**src/rtl/weight_unpacker.sv**
```systemverilog
// ============================================================================
// weight_unpacker : unpacks 32-bit packed weight words into eight nibble lanes
//                   through a small FIFO, counting words per tile.
// Optional feature macro: WEIGHT_UNPACKER_OUTLIER_CHECK_EN (sticky err flag)
// Revision: 1.0
// ============================================================================
`default_nettype none

module weight_unpacker #(
   parameter int DEPTH = 2,
   parameter int LEN_W = 8
) (
   input  logic             clk,
   input  logic             rst,
   input  logic             start,
   input  logic [LEN_W-1:0] cfg_len,
   input  logic             cfg_mod,
   input  logic             in_valid,
   output logic             in_ready,
   input  logic [31:0]      in_data,
   input  logic             in_outlier,
   input  logic [5:0]       in_addr,
   input  logic             stall,
   output logic [3:0]       weight_0,
   output logic [3:0]       weight_1,
   output logic [3:0]       weight_2,
   output logic [3:0]       weight_3,
   output logic [3:0]       weight_4,
   output logic [3:0]       weight_5,
   output logic [3:0]       weight_6,
   output logic [3:0]       weight_7,
   output logic             sel,
   output logic             mod,
   output logic [5:0]       addr,
   output logic             out_valid,
   output logic             busy,
   output logic             done,
   output logic             err
);

   localparam int AW = $clog2(DEPTH);
   localparam int EW = 32 + 1 + 6;
   localparam logic [AW:0]      OCC_FULL = (AW+1)'(DEPTH);
   localparam logic [AW:0]      OCC_ONE  = (AW+1)'(1);
   localparam logic [AW-1:0]    PTR_ONE  = AW'(1);
   localparam logic [LEN_W-1:0] LEN_ONE  = LEN_W'(1);

   typedef enum logic [1:0] {
      IDLE  = 2'd0,
      RUN   = 2'd1,
      DRAIN = 2'd2
   } state_t;

   state_t           state_q, state_d;
   logic [LEN_W-1:0] len_q, len_d;
   logic [LEN_W-1:0] count_q, count_d;
   logic             mod_q, mod_d;
   logic             done_q, done_d;

   logic [AW-1:0]    wptr_q, wptr_d;
   logic [AW-1:0]    rptr_q, rptr_d;
   logic [AW:0]      occ_q, occ_d;
   logic [EW-1:0]    mem_q [DEPTH];

   logic [31:0]      data_q, data_d;
   logic             sel_q, sel_d;
   logic [5:0]       addr_q, addr_d;
   logic             valid_q, valid_d;

   logic             fifo_empty;
   logic             fifo_full;
   logic             accept;
   logic             push;
   logic             pop;
   logic             bypass;
   logic [EW-1:0]    head;

   // Handshake and FIFO control; ready depends only on registered state.
   always_comb begin
      fifo_empty = (occ_q == '0);
      fifo_full  = (occ_q == OCC_FULL);
      in_ready   = (state_q == RUN) && (count_q < len_q) && !fifo_full;
      accept     = in_valid && in_ready;
      pop        = !stall && !fifo_empty;
      // Empty FIFO and no stall: the word goes straight to the output stage.
      bypass     = accept && !stall && fifo_empty;
      push       = accept && !bypass;
      head       = mem_q[rptr_q];
   end

   always_comb begin
      wptr_d = wptr_q;
      rptr_d = rptr_q;
      occ_d  = occ_q;
      if (push) begin
         wptr_d = wptr_q + PTR_ONE;
      end
      if (pop) begin
         rptr_d = rptr_q + PTR_ONE;
      end
      case ({push, pop})
         2'b10:   occ_d = occ_q + OCC_ONE;
         2'b01:   occ_d = occ_q - OCC_ONE;
         default: occ_d = occ_q;
      endcase
   end

   always_comb begin
      data_d  = data_q;
      sel_d   = sel_q;
      addr_d  = addr_q;
      valid_d = valid_q;
      if (!stall) begin
         if (!fifo_empty) begin
            data_d  = head[EW-1:7];
            sel_d   = head[6] & ~mod_q;
            addr_d  = head[5:0];
            valid_d = 1'b1;
         end else if (bypass) begin
            data_d  = in_data;
            sel_d   = in_outlier & ~mod_q;
            addr_d  = in_addr;
            valid_d = 1'b1;
         end else begin
            data_d  = '0;
            sel_d   = 1'b0;
            addr_d  = '0;
            valid_d = 1'b0;
         end
      end
   end

   always_comb begin
      state_d = state_q;
      len_d   = len_q;
      mod_d   = mod_q;
      count_d = count_q;
      done_d  = 1'b0;
      case (state_q)
         IDLE: begin
            if (start) begin
               len_d   = cfg_len;
               mod_d   = cfg_mod;
               count_d = '0;
               state_d = (cfg_len == '0) ? DRAIN : RUN;
            end
         end
         RUN: begin
            if (accept) begin
               count_d = count_q + LEN_ONE;
               if (count_d == len_q) begin
                  state_d = DRAIN;
               end
            end
         end
         DRAIN: begin
            // Output registers already hold the final word once the FIFO is empty.
            if (fifo_empty && !stall) begin
               done_d  = 1'b1;
               state_d = IDLE;
            end
         end
         default: state_d = IDLE;
      endcase
   end

   always_ff @(posedge clk or posedge rst) begin
      if (rst) begin
         state_q <= IDLE;
         len_q   <= '0;
         count_q <= '0;
         mod_q   <= 1'b0;
         done_q  <= 1'b0;
         wptr_q  <= '0;
         rptr_q  <= '0;
         occ_q   <= '0;
         data_q  <= '0;
         sel_q   <= 1'b0;
         addr_q  <= '0;
         valid_q <= 1'b0;
      end else begin
         state_q <= state_d;
         len_q   <= len_d;
         count_q <= count_d;
         mod_q   <= mod_d;
         done_q  <= done_d;
         wptr_q  <= wptr_d;
         rptr_q  <= rptr_d;
         occ_q   <= occ_d;
         data_q  <= data_d;
         sel_q   <= sel_d;
         addr_q  <= addr_d;
         valid_q <= valid_d;
      end
   end

   // Storage is data-only; occupancy is what makes an entry meaningful.
   always_ff @(posedge clk) begin
      if (push) begin
         mem_q[wptr_q] <= {in_data, in_outlier, in_addr};
      end
   end

`ifdef WEIGHT_UNPACKER_OUTLIER_CHECK_EN
   logic err_q, err_d;

   always_comb begin
      err_d = err_q;
      if ((state_q == IDLE) && start) begin
         err_d = 1'b0;
      end else if (accept && in_outlier && !mod_q && (in_addr[2:0] == in_addr[5:3])) begin
         err_d = 1'b1;
      end
   end

   always_ff @(posedge clk or posedge rst) begin
      if (rst) begin
         err_q <= 1'b0;
      end else begin
         err_q <= err_d;
      end
   end

   assign err = err_q;
`else
   assign err = 1'b0;
`endif

   assign weight_0  = data_q[3:0];
   assign weight_1  = data_q[7:4];
   assign weight_2  = data_q[11:8];
   assign weight_3  = data_q[15:12];
   assign weight_4  = data_q[19:16];
   assign weight_5  = data_q[23:20];
   assign weight_6  = data_q[27:24];
   assign weight_7  = data_q[31:28];
   assign sel       = sel_q;
   assign mod       = mod_q;
   assign addr      = addr_q;
   assign out_valid = valid_q;
   assign busy      = (state_q != IDLE);
   assign done      = done_q;

endmodule

`default_nettype wire

```
**config.mk**
```make
export PLATFORM = sky130hd
export DESIGN_NAME = weight_unpacker
export DESIGN_NICKNAME = d
export VERILOG_FILES = /design/src/rtl/weight_unpacker.sv
export SDC_FILE = /design/constraint.sdc
export NUM_CORES = 1
export LEC_CHECK = 0
export ABC_AREA = 1
export BUFFER_PORTS_ARGS = -buffer_cell sky130_fd_sc_hd__buf_4
export CORE_AREA = 4 4 114 116
export CTS_CLUSTER_SIZE = 14
export DETAILED_ROUTE_END_ITERATION = 10
export DIE_AREA = 0 0 118 120
export PLACE_DENSITY = 0.75
export SYNTH_ARGS = -nofsm -noshare
export SYNTH_HDL_FRONTEND = slang
export SYNTH_SLANG_ARGS = --single-unit
```
**constraint.sdc**
```tcl
create_clock -name clk -period 3.3 [get_ports clk]
set_input_delay 0.165 -clock clk [delete_from_list [all_inputs] [get_ports clk]]
set_output_delay 0.165 -clock clk [all_outputs]
set_load 0.01 [all_outputs]
```
* After elaboration in Yosys (flattened, before gate mapping) *
Memories as Yosys holds them, arrays and structs flattened.
Cells that the tools add are included.

word-level totals
  register bits after elaboration = 64
  RAM bits = 78
  output and inout bits = 45
  memories kept = 1

memories
  memory  depth  width  rd ports  clocked after Yosys merged registers in  wr ports  RTL line  source
  mem_q   2      39     1         0                                        1         63        logic [EW-1:0] mem_q [DEPTH];

operators by class
  $add $sub $neg = 5
  magnitude comparators = 1
  equality and inequality tests = 10
  mux-type cells = 22
  bitwise operators = 3
  reductions and logical operators = 21

operator list
  cell                                                                   count
  32-bit two-way mux                                                     2
  8-bit two-way mux                                                      2
  8-bit one-hot mux with 2 select lines                                  1
  6-bit two-way mux                                                      2
  2-bit two-way mux                                                      5
  8-bit by 1-bit adder with 8-bit output, second input constant          1
  8-bit equality test                                                    1
  1-bit logical AND                                                      8
  8-bit logical NOT                                                      1
  8-bit < comparator                                                     1
  1-bit two-way mux                                                      8
  2-bit equality test, second input constant                             3
  2-bit != test, second input constant                                   3
  2-bit one-hot mux with 3 select lines                                  1
  2-bit nonzero test                                                     3
  2-bit by 1-bit equality test with 1-bit output, second input constant  2
  1-bit logical NOT                                                      4
  2-bit logical NOT                                                      2
  2-bit one-hot mux with 2 select lines                                  1
  4-bit AND reduction                                                    1
  3-bit AND reduction                                                    1
  1-bit adder, second input constant                                     2
  2-bit by 1-bit adder with 2-bit output, second input constant          1
  1-bit bitwise AND                                                      2
  other kinds (4)                                                        4

* Logic depth before layout (Yosys ltp) *
Gate-level depths: netlist of the first run.

  depth in word-level cells = 10
  depth in mapped cells = 18
  mapped depth without buffers = 17

* Worst setup path after synthesis of the first run *
Ideal clock, no wire load.

  path type = reg2reg
  start point = register count_q[3]
  end point = memory mem_q[1][0] (netlist name), enable pin
  library setup time = 435 ps
  data arrival time = 3120 ps
  setup slack = -255 ps
  cell stages (with the launch flop) = 12
  period minus slack after synthesis = 3555 ps
  cell sequence = dfrtp_1 -> ha_1 -> a21oi_1 -> nand2_1 -> nand2_1 -> nand2_1 -> nand2_1 -> nand3_2 -> buf_2 -> inv_2 -> nand2_1 -> nor2_1

between the ends
  word-level cells in the longest chain between the ends = 10

ends and longest elaborated chain
  element                                    RTL line  source
  from (decl)                                56        logic [LEN_W-1:0] count_q, count_d;
  from (signal assigned)                     184       count_q <= count_d;
  8-bit < comparator *                       82        in_ready = (state_q == RUN) && (count_q < len_q) && !fifo_full;
  1-bit logical AND * (2 in series)          82
  1-bit logical AND *                        83        accept = in_valid && in_ready;
  1-bit logical AND (2 in series)            86        bypass = accept && !stall && fifo_empty;
  1-bit logical NOT                          87        push = accept && !bypass;
  1-bit logical AND *                        87
  1-bit two-way mux *                        199       if (push) begin
  1-bit two-way mux (not written as such) *  200       mem_q[wptr_q] <= {in_data, in_outlier, in_addr};
  to (decl)                                  63

Every way passes the cells marked *; elsewhere a longest branch is shown, timed or not.

* Worst setup path in the final report of the first run *
  start point = register count_q[3]
  end point = memory mem_q[1][32] (netlist name), enable pin

Same word-level chain as after synthesis.

==> results.tsv, run 1 <==
stage	metric	value	unit
outcome	status	finished clean	
detailed_routing	via_count	4668	
clock_tree	clock_latency	0.42	ns
power_and_ir_drop	leakage	3.62	nW
yosys	ys_types	26	
setup_path	worstRegToRegCells	11	
setup_path	crit_arrival	2.85	ns
floorplan	io_pins	98	
floorplan	core-area	11900	um^2
floorplan	die-area	14200	um^2
global_route	grt_pass1_wl	23400	um
power_and_ir_drop	powerDensity	825	nW/um^2
sta	final.setup.tns	0	ns
global_route	overflow	0	
global_route	antenna_found_initial	0	
yosys	synth_area_leaders	edfxtp_1 (39%), dfrtp_1 (27%), nand2_1 (15%), a22oi_1 (4.0%), inv_1 (2.2%)	
power_and_ir_drop	peakVddDrop	0.000360	V
clock_tree	cts_sinks	142	
global_route	grt_pass1_vias	4863	
clock_tree	path_clk_slew	0.06	ns
sta	hold_viol	0	
sta	drv_slew	0	
clock_tree	cts_made_buffers	17	
sta	worstMarginPinSlew	1.07	ns
cells_and_area	final_nets	799	
detailed_routing	wire_per_inst	15.7	um
floorplan	die_y	120	um
clock_tree	post_cts_resized	0	
clock_tree	h-tree-depth	4	
cells_and_area	num_antenna_cells	0	
flow_run	drv_cap	0	
sta	setup_viol	0	
placement	place_inst	822	
sta	rsz0062_at_grt	false	
detailed_routing	viasPerCell	5.21	
yosys	syn-num-nets	660	
global_route	grt_usage	21.0	%
placement	place_congestion	0.823	
clock_tree	cts_tree	yes	
yosys	ys_ff_latch	142	
sta	post-route-period-util	82.9	%
detailed_routing	dr.pass1.iters	5	
floorplan	fp.dieW	118	um
yosys	yosysTopAreaCell	edfxtp_1	
sta	period_minus_slack	2.73	ns
power_and_ir_drop	finalPower	6.49	mW
yosys	yosysTopAreaCellShare	38.9	%
placement	post-dp-hpwl	9130	um
yosys	ys_seq_area_share	65.5	%
cells_and_area	area_growth	30.7	%
placement	portBuffers	96	
cells_and_area	fin_area	7870	um^2
detailed_routing	drt_iter0_drc	395	
setup_path	crit_required	3.41	ns
yosys	synthCells	597	
floorplan	rows	40	
setup_path	endpoint_kind	flip-flop	
sta	clock_skew	0.00987	ns
yosys	synthFlopType	edfxtp_1	
placement	dpl-instance-area	6900	um^2
sta	max-slew-margin-rel	28.9	%
yosys	async_flop_share	45.1	%
setup_path	cp_max_fo	26	
clock_tree	cts_root_buf	clkbuf_16	
detailed_routing	drtAntennaViolNets	0	
setup_path	worst-setup-path-type	flip-flop to flip-flop	
cells_and_area	finish.utilization	66.1	%
yosys	synth_edf_count	78	
clock_tree	post_cts_buffers	0	
cells_and_area	instances_no_fill	896	
yosys	yosysWarnings	0	
floorplan	start_util	50.5	%
sta	timing.fmax	366	MHz
min_path	min_path_type	input pin to asynchronous set/reset pin	
cells_and_area	drive_above_1_share	19.1	%
yosys	synth_area	6020	um^2
detailed_routing	wirelength	14100	um
detailed_routing	drc	0	
yosys	avgSynthCellArea	10.1	um^2
clock_tree	clock_path_buffers	2	
setup_path	cp-start-kind	flip-flop	
global_route	grt_max_degree	49	
## layout by cell type, fill, tap and decap left out, drive strengths merged, types with 2 or more instances in the layout
cell type,Yosys,layout
nor3,3,3
mux2,2,2
buf,9,102
o21ai,11,11
edfxtp,78,78
clkbuf,15,17
o22ai,5,5
xor2,2,2
a22oi,32,32
inv,38,40
nand4,2,2
dlygate4sd3,0,42
nor2,31,31
nand2,248,248
nand3,21,21
clkinvlp,0,2
clkinv,0,10
ha,10,10
a21oi,24,24
dfrtp,64,64
## through the flow
stage | hold slack, ns | setup slack [ns]
after floorplan | 0.264 | 0.390
after global placement | 0.361 | 0.628
after detailed placement | 0.364 | 0.557
after CTS | 0.00996 | 0.527
after global routing | 0.0178 | 0.396
final | 0.0269 | 0.566
## worst paths after layout
path / slack (ns) / start / end
setup / recovery: 0.57 / count_q[3] / mem_q[1][32]
hold / removal: 0.03 / rst / mod
setup reg to reg: 0.57 / count_q[3] / mem_q[1][32]
hold reg to reg: 0.52 / wptr_q / wptr_q
max in group asynchronous: 2.44 / rst / data_q[16]
min in group clk: 0.03 / cfg_len[3] / len_q[3]
## cells in the mapped netlist, drive strengths merged (3+ instances only)
library cell and n:
a21oi 24, a22oi 32, buf 9, clkbuf 15
dfrtp 64, edfxtp 78, ha 10, inv 38
nand2 248, nand3 21, nor2 31, nor3 3
o21ai 11, o22ai 5
## critical path, stage by stage, from the launching register on
cell	delay [ns]
dfrtp_1	0.45
ha_1	0.32
a21oi_1	0.15
nand2_1	0.07
nand2_1	0.05
nand2_1	0.05
nand2_1	0.09
nand3_2	0.26
inv_2	0.18
nand2_1	0.14
nor2_4	0.40
buf_12	0.25
## logic make-up after synthesis
family,synth area share (%)
fa+ha+maj,2.08
xor+xnor,0.437
other cells,0.0623
mux,0.374
simple gates,19.9
buf+inv,4.24
compound gates,7.42
flops,65.5
## area by class of cell
type	instances	area, um^2
inverters	38	143
well taps	147	184
repair buffers	144	1210
fillers	901	4040
clock inverters	15	123
flip-flops and latches	142	3940
multi-input cells	393	1840
clock buffers	17	425
## state kept, by name, indices dropped and copies added (netlist names)
register   count
data_q        32
wptr_q         1
mem_q         78
out_valid      1
mod            1
count_q        8
len_q          8
sel            1
rptr_q         1
occ_q          2
addr           6
state_q        2
done           1
## power by group
group / internal, mW / total (mW) / switching, mW
logic: 0.869 / 2.09 / 1.22
clock network: 1.03 / 1.75 / 0.721
registers: 2.37 / 2.65 / 0.286
## routing by layer
metal  wire, um  global-route usage (%)  up-vias  part of all wire (%)
li1           -                       -     2261                     -
met1       5790                    25.2     2232                    41
met2       7130                    35.9      158                    51
met3        920                    6.13       17                   6.5
met4        234                    8.42        0                   1.7
met5          0                       0        -                     0
## timing repair
item / in CTS / in global routing
hold endpoints to repair: 114 / 0
hold buffers: 42 / 0
endpoints found under the setup margin: 0 / 0
Power figures use the tool's default switching activity.
==> inputs of run 2 (changes only) <==
- clock period: 3.3 -> 2.5 ns (I/O delays scaled with it)
==> run 2 against run 1 <==
  * Global-route usage increased by 0.67 points
  * Worst hold slack got worse by 0.019 ns
  * Register-to-register slack worse by 0.35 ns
  * Sequential cell count stayed put
  * Critical endpoint is now occ_q[1]
  * Largest cell class unchanged
  * Largest power group unchanged
  * Highest routed layer unchanged
==> results.tsv, run 2 (synthesized netlist as in run 1, its figures left out) <==
stage	metric	value	unit
power_and_ir_drop	peakVddDrop	0.000634	V
sta	rsz0062_at_grt	false	
setup_path	worst-setup-path-type	flip-flop to flip-flop	
setup_path	cpMaxStageDelayCell	dfrtp_2	
sta	drv_slew	0	
floorplan	die-area	14200	um^2
setup_path	r2r-start	count_q[3]	
sta	period_minus_slack	2.29	ns
detailed_routing	wire_per_inst	16.2	um
floorplan	fp.dieW	118	um
cells_and_area	num_antenna_cells	0	
detailed_routing	wirelength	14700	um
power_and_ir_drop	leakage	3.71	nW
flow_run	drv_cap	0	
clock_tree	h-tree-depth	4	
sta	setup_ws	0.211	ns
cells_and_area	area_growth	34.4	%
cells_and_area	final_common_cell	nand2_1	
global_route	grt_usage	21.7	%
detailed_routing	drtAntennaViolNets	0	
detailed_routing	via_count	4826	
floorplan	rows	40	
clock_tree	clock_path_buffers	2	
detailed_routing	drt_iter0_drc	414	
setup_path	crit_path_end	occ_q[1]	
cells_and_area	fillers	849	
setup_path	cp_num_cells	13	
cells_and_area	top_regs	mem_q: 78 flops, data_q: 32 flops	
setup_path	path_buf_inv	1	
cells_and_area	largest_reg_flops	78	
cells_and_area	layout_common_cells	nand2_1 (248), buf_4 (105), edfxtp_1 (78)	
cells_and_area	final_nets	810	
floorplan	start_util	50.5	%
clock_tree	cts_root_buf	clkbuf_16	
setup_path	crit_required	2.79	ns
cells_and_area	regMostFlops	mem_q	
global_route	antenna_found_initial	0	
clock_tree	cts_sinks	142	
clock_tree	cts_made_buffers	17	
floorplan	die_y	120	um
min_path	min-delay-start	cfg_len[7]	
setup_path	cp-start-kind	flip-flop	
setup_path	crit_arrival	2.58	ns
sta	max-slew-margin-rel	42.2	%
global_route	overflow	0	
detailed_routing	dr.pass1.iters	5	
clock_tree	path_clk_slew	0.06	ns
outcome	status	finished clean	
sta	clock_skew	0.00581	ns
setup_path	path_common_cell	nand2_1	
floorplan	core-area	11900	um^2
global_route	grt_pass1_wl	24300	um
setup_path	reg2reg_to	occ_q[1]	
cells_and_area	regArea	3950	um^2
setup_path	path_cells	ha_1 -> a21oi_1 -> nand2_1 -> nand2_1 -> nand2_1 -> nand2_1 -> nand3_2 -> inv_2 -> nand2_1 -> ha_4 -> a21oi_1 -> o21ai_0 -> xor2_1	
sta	worstMarginPinSlew	0.867	ns
sta	final.setup.tns	0	ns
setup_path	endpoint_kind	flip-flop	
placement	place_congestion	0.828	
placement	post-dp-hpwl	8890	um
sta	hold_viol	0	
clock_tree	cts_tree	yes	
setup_path	max_stage_delay	0.44	ns
setup_path	cpLargestDelayFamily	adder cells	
min_path	min_path_type	input pin to flip-flop	
placement	pre_cts_ws	0.198	ns
global_route	grt_max_degree	65	
power_and_ir_drop	powerDensity	1120	nW/um^2
setup_path	ff2ff_setup_slack	0.21	ns
sta	post-route-period-util	91.6	%
setup_path	cp_max_fo	7	
cells_and_area	drive_above_1_share	19.9	%
sta	setup_viol	0	
cells_and_area	multi_input_area	1850	um^2
setup_path	crit_start	count_q[3]	
sta	timing.fmax	437	MHz
placement	portBuffers	96	
floorplan	io_pins	98	
global_route	grt_pass1_vias	4973	
clock_tree	clock_latency	0.42	ns
setup_path	worstRegToRegCells	13	
detailed_routing	viasPerCell	5.32	
detailed_routing	drc	0	
==> run 2: cell types whose count changed in the layout (fill, tap and decap cells not counted), sizes merged <==
cell and delta:
dlygate4sd3 +5, clkinv -3, inv -3, clkinvlp +1, bufinv +5, buf +6
==> run 2: per-stage QoR <==
stage	cell area, um^2	hold slack, ns	utilization, %	power [mW]	instances
3_5_place_dp	6960	0.324	58.4	6.24	828
6_report	8090	0.00788	67.9	9.08	907
4_1_cts	8080	0.00754	67.8	9.09	907
5_1_grt	8090	0.0255	67.9	9.62	907
2_1_floorplan	6030	0.224	-	5.07	597
3_3_place_gp	6960	0.321	58.4	6.14	828
==> run 2: layout make-up <==
type | instances | share of cell area, %
clock buffers | 17 | 5.26
multi-input cells | 393 | 22.8
repair buffers | 155 | 16.3
well taps | 147 | 2.27
inverters | 38 | 1.81
clock inverters | 15 | 2.77
flip-flops and latches | 142 | 48.8
==> run 2: worst min path at each step <==
stage	end	slack (ns)	cells after the start
5_1_grt	len_q[7]	0.03	3
3_3_place_gp	mem_q[1][1]	0.32	1
2_1_floorplan	mem_q[0][0]	0.22	0
4_1_cts	len_q[7]	0.008	3
6_report	len_q[7]	0.008	3
3_5_place_dp	mem_q[1][1]	0.32	1
==> run 2: worst min-delay path, stage by stage <==
cell	delay, ns
buf_4	0.09
nor2_1	0.04
a21oi_1	0.12
==> run 2: metal layers <==
layer  wire length, um  track usage, %
met3               947            5.98
met1              5970            26.1
met2              7460            37.3
met4               283            8.21
met5                 0               0
==> run 2: power by group <==
group	switching (mW)	internal, mW	leakage (nW)	total, mW
clock	0.926	1.85	0.310	2.77
sequential	0.394	3.12	1.50	3.52
combinational	1.61	1.18	1.89	2.79
total	2.93	6.15	3.71	9.08
==> run 2: what timing repair did <==
| action | in CTS | in global routing |
|---|---|---|
| resized for setup | 0 | 3 |
| buffers inserted | 0 | 0 |
| hold buffers | 47 | 0 |
| setup endpoints to repair | 0 | 1 |
| endpoints found under the hold margin | 124 | 0 |
==> inputs of run 3 (changes only) <==
- MAX_ROUTING_LAYER: unset -> met4
==> run 3 against run 2 <==
  * The flow now finishes with violations (negative hold slack)
  * Via count is 1.2% lower
  * Register-to-register slack hardly changed
  * Cell area is 1.3% lower
  * Critical path depth stayed put
  * Utilization is 0.91 points lower
  * Routed wire length is 3.7% lower
  * Count of clock-buffer cells in the layout is 5 higher
  * Die area stayed put
  * Sequential power hardly changed
==> results.tsv, run 3 (synthesized netlist as in run 1, its figures left out) <==
stage	metric	value	unit
outcome	status	finished, violations left	
outcome	violations	negative hold slack	
cells_and_area	multi_input_area	1850	um^2
setup_path	cp-start-kind	flip-flop	
setup_path	cp_max_fo	7	
cells_and_area	top_regs	mem_q: 78 flops, data_q: 32 flops	
sta	worstMarginPinSlew	0.857	ns
setup_path	reg2reg_to	occ_q[1]	
floorplan	die_y	120	um
global_route	grt_usage	21.6	%
clock_tree	cts_sinks	142	
power_and_ir_drop	powerDensity	1080	nW/um^2
sta	setup_viol	0	
clock_tree	clock_latency	0.41	ns
clock_tree	clock_path_buffers	2	
cells_and_area	regArea	3950	um^2
detailed_routing	drtAntennaViolNets	0	
power_and_ir_drop	intPower	5.75	mW
sta	holdWs	-0.0248	ns
global_route	grt_pass1_vias	4858	
clock_tree	path_clk_slew	0.05	ns
floorplan	rows	40	
power_and_ir_drop	power.share.combinational	32.2	%
setup_path	r2r-start	count_q[3]	
power_and_ir_drop	p_sw_share	33.3	%
detailed_routing	drt_iter0_drc	331	
cells_and_area	largest_reg_flops	78	
clock_tree	cts_root_buf	clkbuf_16	
sta	max-slew-margin-rel	42.9	%
floorplan	die-area	14200	um^2
global_route	grt_max_degree	65	
sta	clock_skew	0.0137	ns
min_path	min_path_type	input pin to asynchronous set/reset pin	
clock_tree	cts_tree	yes	
setup_path	crit_arrival	2.58	ns
global_route	overflow	0	
placement	portBuffers	96	
sta	post-route-period-util	91.9	%
floorplan	core-area	11900	um^2
detailed_routing	wirelength	14100	um
global_route	grt_pass1_wl	23400	um
placement	place_congestion	0.855	
sta	hold_viol	50	
global_route	antenna_found_initial	0	
cells_and_area	area_growth	32.6	%
setup_path	worst-setup-path-type	flip-flop to flip-flop	
floorplan	start_util	50.5	%
setup_path	ff2ff_setup_slack	0.20	ns
clock_tree	h-tree-depth	4	
cells_and_area	final_nets	810	
power_and_ir_drop	peakVddDrop	0.000655	V
cells_and_area	fillers	900	
detailed_routing	dr.pass1.iters	5	
detailed_routing	drc	0	
power_and_ir_drop	p_seq_share	40.8	%
floorplan	io_pins	98	
power_and_ir_drop	p_sw	2.88	mW
power_and_ir_drop	p_clk_share	27.0	%
detailed_routing	via_count	4768	
sta	period_minus_slack	2.30	ns
setup_path	worstRegToRegCells	13	
cells_and_area	num_antenna_cells	0	
detailed_routing	wire_per_inst	15.6	um
placement	post-dp-hpwl	8710	um
power_and_ir_drop	finalPower	8.63	mW
detailed_routing	viasPerCell	5.26	
flow_run	drv_cap	0	
cells_and_area	final_common_cell	nand2_1	
setup_path	crit_required	2.78	ns
cells_and_area	layout_common_cells	nand2_1 (248), buf_4 (105), edfxtp_1 (78)	
cells_and_area	drive_above_1_share	19.5	%
sta	drv_slew	0	
clock_tree	cts_made_buffers	17	
cells_and_area	regMostFlops	mem_q	
floorplan	fp.dieW	118	um
sta	timing.fmax	435	MHz
setup_path	endpoint_kind	flip-flop	
power_and_ir_drop	leakage	3.67	nW
[run 3: cell count changes in the layout (fill, tap and decap cells not counted), sizes merged]
cell,previous run,this run
clkbuf,17,22
bufinv,6,2
clkinvlp,3,1
clkinv,7,8
[run 3: worst max-delay path, stage by stage, from the launching register on]
cell and delay [ns]:
dfrtp_2 0.44, ha_1 0.30, a21oi_1 0.15, nand2_1 0.07, nand2_1 0.05, nand2_1 0.05
nand2_1 0.09, nand3_2 0.08, inv_2 0.09, nand2_1 0.16, ha_4 0.29, a21oi_1 0.12
o21ai_0 0.12, xor2_1 0.15
[run 3: power by group through the flow]
| stage | Sequential, mW | Clock, mW | Combinational [mW] |
|---|---|---|---|
| after detailed placement | 3.54 | 0 | 2.70 |
| after global routing | 3.60 | 2.46 | 3.13 |
| final | 3.52 | 2.33 | 2.78 |
| after CTS | 3.51 | 2.37 | 2.78 |
| after global placement | 3.51 | 0 | 2.63 |
| after floorplan | 3.59 | 0 | 1.49 |
[run 3: worst max path at each step]
stage | startpoint | endpoint | depth (start not counted)
2_1_floorplan | count_q[3] | mem_q[1][0] | 11
3_3_place_gp | count_q[3] | occ_q[1] | 13
3_5_place_dp | count_q[3] | occ_q[1] | 13
4_1_cts | count_q[3] | occ_q[1] | 13
5_1_grt | count_q[3] | occ_q[1] | 13
6_report | count_q[3] | occ_q[1] | 13
[run 3: layer usage]
metal	track usage, %	vias up	share of wire, %
met4	8.79	0	1.7
li1	-	2287	-
met1	25.3	2284	41
met3	5.84	22	6.6
met2	35.7	175	50
met5	-	-	0
[run 3: area by class of cell]
type	instances	area share [%]
clock buffer	22	5.56
clock inverter	10	1.21
inverter	38	1.83
multi-input combinational	393	23.1
sequential	142	49.4
tap	147	2.30
timing repair buffer	155	16.5
[run 3: what timing repair did]
item                                    CTS  global route
resized for setup                         0             3
endpoints found under the setup margin    0             1
hold buffers                             47             0
hold endpoints to repair                124             0
setup buffers                             0             0
[run 3: through the flow]
step	setup TNS (ns)	setup WS [ns]	util [%]	area [um^2]	instances
final	0	0.201	67.0	7980	907
after global routing	-0.00402	-0.00402	67.0	7980	907
after CTS	0	0.151	66.9	7970	907
after detailed placement	0	0.163	58.4	6960	828
after global placement	0	0.262	58.4	6960	828
after floorplan	0	0.00422	-	6030	597
